### config.mk
export PLATFORM = sky130hd
export DESIGN_NAME = dmem_arbiter
export DESIGN_NICKNAME = d
export VERILOG_FILES = /design/src/rtl/dmem_arbiter.sv
export SDC_FILE = /design/constraint.sdc
export NUM_CORES = 1
export LEC_CHECK = 0
export ABC_AREA = 1
export BUFFER_PORTS_ARGS = -buffer_cell sky130_fd_sc_hd__buf_2
export CORE_ASPECT_RATIO = 0.6
export CORE_MARGIN = 2
export CORE_UTILIZATION = 38
export DETAILED_ROUTE_END_ITERATION = 10
export GPL_TIMING_DRIVEN = 1
export PLACE_DENSITY = 0.77
export SETUP_SLACK_MARGIN = 0.02
export SKIP_CTS_REPAIR_TIMING = 1
export SYNTH_ARGS = -nofsm -noshare
export SYNTH_HDL_FRONTEND = slang
export SYNTH_SLANG_ARGS = --single-unit
### constraint.sdc
create_clock -name clk -period 1.9 [get_ports clk]
set_input_delay 0.38 -clock clk [delete_from_list [all_inputs] [get_ports clk]]
set_output_delay 0.38 -clock clk [all_outputs]
set_load 0.005 [all_outputs]
### src/rtl/dmem_arbiter.sv
// dmem_arbiter: two-port arbiter and byte/half/word sequencer for a single-port data memory.
// Optional round-robin arbitration when DMEM_ARB_RR_EN is defined; fixed priority (r0 wins) otherwise.
module dmem_arbiter #(
  parameter int MEM_WORDS = 32768,
  parameter int IDX_W     = 15
) (
  input  logic             clk,
  input  logic             rst_n,
  input  logic             r0_req,
  input  logic             r0_we,
  input  logic [1:0]       r0_size,
  input  logic             r0_unsigned,
  input  logic [31:0]      r0_addr,
  input  logic [31:0]      r0_wdata,
  output logic             r0_gnt,
  output logic             r0_rvalid,
  output logic [31:0]      r0_rdata,
  output logic             r0_err,
  input  logic             r1_req,
  input  logic             r1_we,
  input  logic [1:0]       r1_size,
  input  logic             r1_unsigned,
  input  logic [31:0]      r1_addr,
  input  logic [31:0]      r1_wdata,
  output logic             r1_gnt,
  output logic             r1_rvalid,
  output logic [31:0]      r1_rdata,
  output logic             r1_err,
  output logic             mem_en,
  output logic             mem_we,
  output logic [3:0]       mem_be,
  output logic [IDX_W-1:0] mem_idx,
  output logic [31:0]      mem_wdata,
  input  logic [31:0]      mem_rdata
);
  typedef enum logic [1:0] {IDLE, ISSUE, RESP} state_t;
  state_t st;
  logic w, we, u, ill, win, uns_q, ld;
  logic [1:0] s, sz_q, lane;
  logic [3:0] be;
  logic [31:0] a, wd, wrep, sh, ext;
`ifdef DMEM_ARB_RR_EN
  logic last;
  assign w = (r0_req & r1_req) ? ~last : r1_req;
`else
  assign w = ~r0_req;
`endif
  always_comb begin
    we   = w ? r1_we : r0_we;
    s    = w ? r1_size : r0_size;
    u    = w ? r1_unsigned : r0_unsigned;
    a    = w ? r1_addr : r0_addr;
    wd   = w ? r1_wdata : r0_wdata;
    ill  = (s == 2'b11) | ((s == 2'b01) & a[0]) | ((s == 2'b10) & (|a[1:0]))
         | ({2'b00, a[31:2]} >= 32'(MEM_WORDS));
    be   = (s == 2'b00) ? 4'b0001 << a[1:0] : (s == 2'b01) ? (a[1] ? 4'b1100 : 4'b0011) : 4'b1111;
    wrep = (s == 2'b00) ? {4{wd[7:0]}} : (s == 2'b01) ? {2{wd[15:0]}} : wd;
    sh   = mem_rdata >> {lane, 3'b000};
    ext  = (sz_q == 2'b00) ? {{24{~uns_q & sh[7]}}, sh[7:0]}
         : (sz_q == 2'b01) ? {{16{~uns_q & sh[15]}}, sh[15:0]} : mem_rdata;
  end
  assign r0_rdata = r0_rvalid ? ext : '0;
  assign r1_rdata = r1_rvalid ? ext : '0;
  always_ff @(posedge clk or negedge rst_n) begin
    if (!rst_n) begin
      st <= IDLE;
      {win, uns_q, ld, sz_q, lane} <= '0;
      {r0_gnt, r1_gnt, r0_err, r1_err, r0_rvalid, r1_rvalid} <= '0;
      {mem_en, mem_we, mem_be, mem_idx, mem_wdata} <= '0;
`ifdef DMEM_ARB_RR_EN
      last <= 1'b1;
`endif
    end else begin
      {r0_gnt, r1_gnt, r0_err, r1_err, r0_rvalid, r1_rvalid} <= '0;
      {mem_en, mem_we, mem_be, mem_idx, mem_wdata} <= '0;
      case (st)
        IDLE: if (r0_req | r1_req) begin
          st        <= ISSUE;
          win       <= w;
          sz_q      <= s;
          uns_q     <= u;
          lane      <= a[1:0];
          ld        <= ~we & ~ill;
          r0_gnt    <= ~w;
          r1_gnt    <= w;
          r0_err    <= ~w & ill;
          r1_err    <= w & ill;
          mem_en    <= ~ill;
          mem_we    <= we & ~ill;
          mem_be    <= ill ? 4'b0000 : be;
          mem_idx   <= ill ? '0 : a[IDX_W+1:2];
          mem_wdata <= ill ? '0 : wrep;
`ifdef DMEM_ARB_RR_EN
          last      <= w;
`endif
        end
        ISSUE: begin
          st        <= ld ? RESP : IDLE;
          r0_rvalid <= ld & ~win;
          r1_rvalid <= ld & win;
        end
        default: st <= IDLE;
      endcase
    end
  end
endmodule

==> flow_metrics.py <==
metrics = {
    "synth": {
        "ys.warnings.count": 0,
        "ys.flop_type": "dfrtp_1",
        "synth-seq-cells": 68,
        "synth_cell_types": 27,
        "synth_top_area_share_pct": 39.37,
        "synth_common_cells": "nor2_1, nand2_1, dfrtp_1",
        "synth_area_um2": 4322,
        "yosys.area.top_type": "dfrtp_1",
        "yosys-top-cells-area": "dfrtp_1, nor2_1, nand2_1, mux2i_1, o21ai_0",
        "syn_avg_cell_area_um2": 7.062,
        "synth_nets": 784,
        "synth_cells": 612,
        "yosysSeqAreaShare_pct": 39.37,
        "async_flop_share_pct": 100.0,
        "yosysMostFrequentCell": "nor2_1",
        "synth_edf_count": 0,
    },
    "setup_path": {
        "timing.critical_path.mode_cell": "nand2_1",
        "path_class": "flop to output port",
        "critPathMaxStageDelay_ns": 0.44,
        "slowest_stage": "dfrtp_2",
        "crit_arrival_ns": 1.96,
        "required_ns": 1.52,
        "worst-path-max-fanout": 8,
        "critPathCaptureType": "output port",
        "crit_chain": "nor2_2 > buf_4 > nand2_1 > o211ai_1 > nand2_1 > nand2_4 > buf_12 > nand3_2 > nor2_1 > buf_2",
        "cp-start-kind": "flop",
    },
    "timing": {
        "post-route-min-period_ns": 2.344,
        "timing.fmax_mhz": 426.6,
        "rsz0062_at_grt": "true",
        "clock_skew_ns": 0.004145,
        "fin_crit_sh_pct": 123.4,
        "setup_viol": 64,
        "finalMaxSlewViolations": 0,
        "hold_viol": 0,
        "worst_slack_ns": -0.4439,
        "max_slew_margin_pct": 67.93,
        "max_slew.worst_pin.slew_ns": 0.4810,
        "setup_tns_ns": -21.19,
    },
    "route": {
        "totalWireLength_um": 15780,
        "ant_nets": 0,
        "viasPerCell": 4.875,
        "dr.pass1.iters": 5,
        "drt_iter0_markers": 363,
        "drc": 0,
        "vias": 5299,
        "wl_per_cell_um": 14.52,
    },
    "placed_design": {
        "portBuffers": 294,
        "dp_cells": 1066,
        "dpl.hpwl_um": 12530,
        "place_congestion": 1.016,
    },
    "floorplan": {
        "start_util_pct": 38.64,
        "core-area_um2": 11190,
        "die_h_um": 86.61,
        "row_count": 30,
        "num_io_pins": 295,
        "dieArea_um2": 12270,
        "die_w_um": 141.7,
    },
    "layout": {
        "nets": 1110,
        "stdcell_count": 1087,
        "fillers": 1013,
        "post_route_cells_drive_above_1_share_pct": 48.67,
        "syn_to_final_growth_pct": 59.44,
        "post-route-util_pct": 61.60,
        "diodes": 0,
    },
    "pwr": {
        "intPower_mw": 3.282,
        "p_sw_mw": 1.587,
        "combPwrFrac_pct": 34.8,
        "netSwitchingFraction_pct": 32.60,
        "leakagePower_nw": 4.107,
        "power_mw": 4.869,
        "seq_power_share_pct": 31.0,
        "pwr_density_cell_nw_per_um2": 706.6,
        "ir_worst_vdd_uv": 450.5,
        "clock_power_share_pct": 34.3,
    },
    "clock_network": {
        "clockBufferDepth": 2,
        "clk_transition_reported_paths_ns": 0.05,
        "cts_tree": "yes",
        "numCtsBuffers": 9,
        "clkLatencyLatePin_ns": 0.32,
        "htree_levels": 3,
        "cts_sinks": 68,
        "cts-root-buf": "clkbuf_16",
    },
    "global_routing": {
        "antenna_found_initial": 0,
        "overflow": 0,
        "grt_pass1_vias": 4852,
        "grt_max_degree": 36,
        "grt_pass1_wl_um": 23920,
        "grtUsageTotal_pct": 24.66,
    },
    "status": {
        "violations": "negative setup slack",
        "run_status": "finished, violations left",
    },
    "run": {
        "cap_violations": 0,
    },
    "min_path": {
        "min_path_type": "primary input to async pin",
    },
}
-- area by class of cell --
cell class | instances | area [um^2] | share of cell area (%)
multi-input cells | 451 | 2426 | 35.21
repair buffers | 349 | 2057 | 29.85
flip-flops and latches | 68 | 1703 | 24.71
clock buffers | 11 | 242.7 | 3.523
inverters | 59 | 221.5 | 3.214
well taps | 144 | 180.2 | 2.615
clock inverters | 5 | 60.06 | 0.8716
-- path summary, 6_finish.rpt --
path	start	end	slack [ns]	depth (start not counted)
worst min-delay path	rst_n	r1_err	0.02	1
worst max register to register	st[1]	r1_err	0.33	8
min in group clk	r1_addr[6]	mem_idx[4]	0.32	3
max in group asynchronous	rst_n	mem_wdata[20]	1.35	2
worst min register to register	win	r0_rvalid	0.43	1
worst max-delay path	lane[0]	r0_rdata[23]	-0.44	10
-- registers in the layout, indices dropped and copies added, names as in the netlist, 2 cells and up --
name / flops
st: 2
lane: 2
mem_be: 4
mem_wdata: 32
mem_idx: 15
sz_q: 2
-- cells by family after synthesis --
kind of cell / Yosys count / synth area share, %
buf+inv: 93 / 9.641
flops: 68 / 39.37
compound gates: 96 / 12.48
simple gates: 330 / 32.72
mux: 25 / 5.790
-- placed cells by master (no fill, tap or decap), types with 4 or more instances in the layout --
cell,Yosys,final
o21ai_2,0,12
nand3_2,0,10
nand4_1,6,6
nor3_1,4,4
dfrtp_1,68,67
buf_4,6,39
or2_2,16,16
nand2_1,122,114
o21ai_0,47,33
buf_2,6,293
a21oi_1,22,19
buf_12,0,9
o21ai_1,2,4
clkbuf_16,0,11
mux2i_1,25,25
a31o_2,4,4
inv_1,55,53
nand3_1,24,10
nand2_2,1,8
nand3_4,1,5
buf_6,5,6
o211ai_1,14,14
nor2_1,134,127
inv_2,3,5
nor2_2,19,25
-- power by group through the flow --
stage	clock network (mW)	logic (mW)	registers [mW]
final	1.67	1.69	1.51
after global placement	0	1.36	1.53
after floorplan	0	0.740	1.53
after global routing	1.77	1.84	1.51
after detailed placement	0	1.38	1.53
after CTS	1.71	1.38	1.50
-- routing by layer --
layer	vias to the layer above	GRT usage [%]	part of all wire, %
li1	2615	-	-
met1	2388	35.17	47
met2	278	37.33	43
met3	18	7.293	9.3
met4	0	5.091	1.1
met5	-	0	0
-- stage by stage --
stage          hold slack, ns  instance area (um^2)  setup slack, ns
2_1_floorplan         0.08441                  4322          0.07541
3_3_place_gp           0.3604                  6269         -0.07693
6_report              0.01650                  6890          -0.4439
5_1_grt               0.04267                  6890          -0.5296
4_1_cts               0.01892                  6571          -0.4398
3_5_place_dp           0.3667                  6269         -0.07969
-- worst max-delay path, delay by kind of cell (launching register included) --
kind / cells / cell delay (ns)
buffers and inverters: 3 / 0.40
AOI/OAI and AO/OA: 1 / 0.14
DFF: 1 / 0.44
and+or+nand+nor: 6 / 0.67
Power figures use the tool's default switching activity.
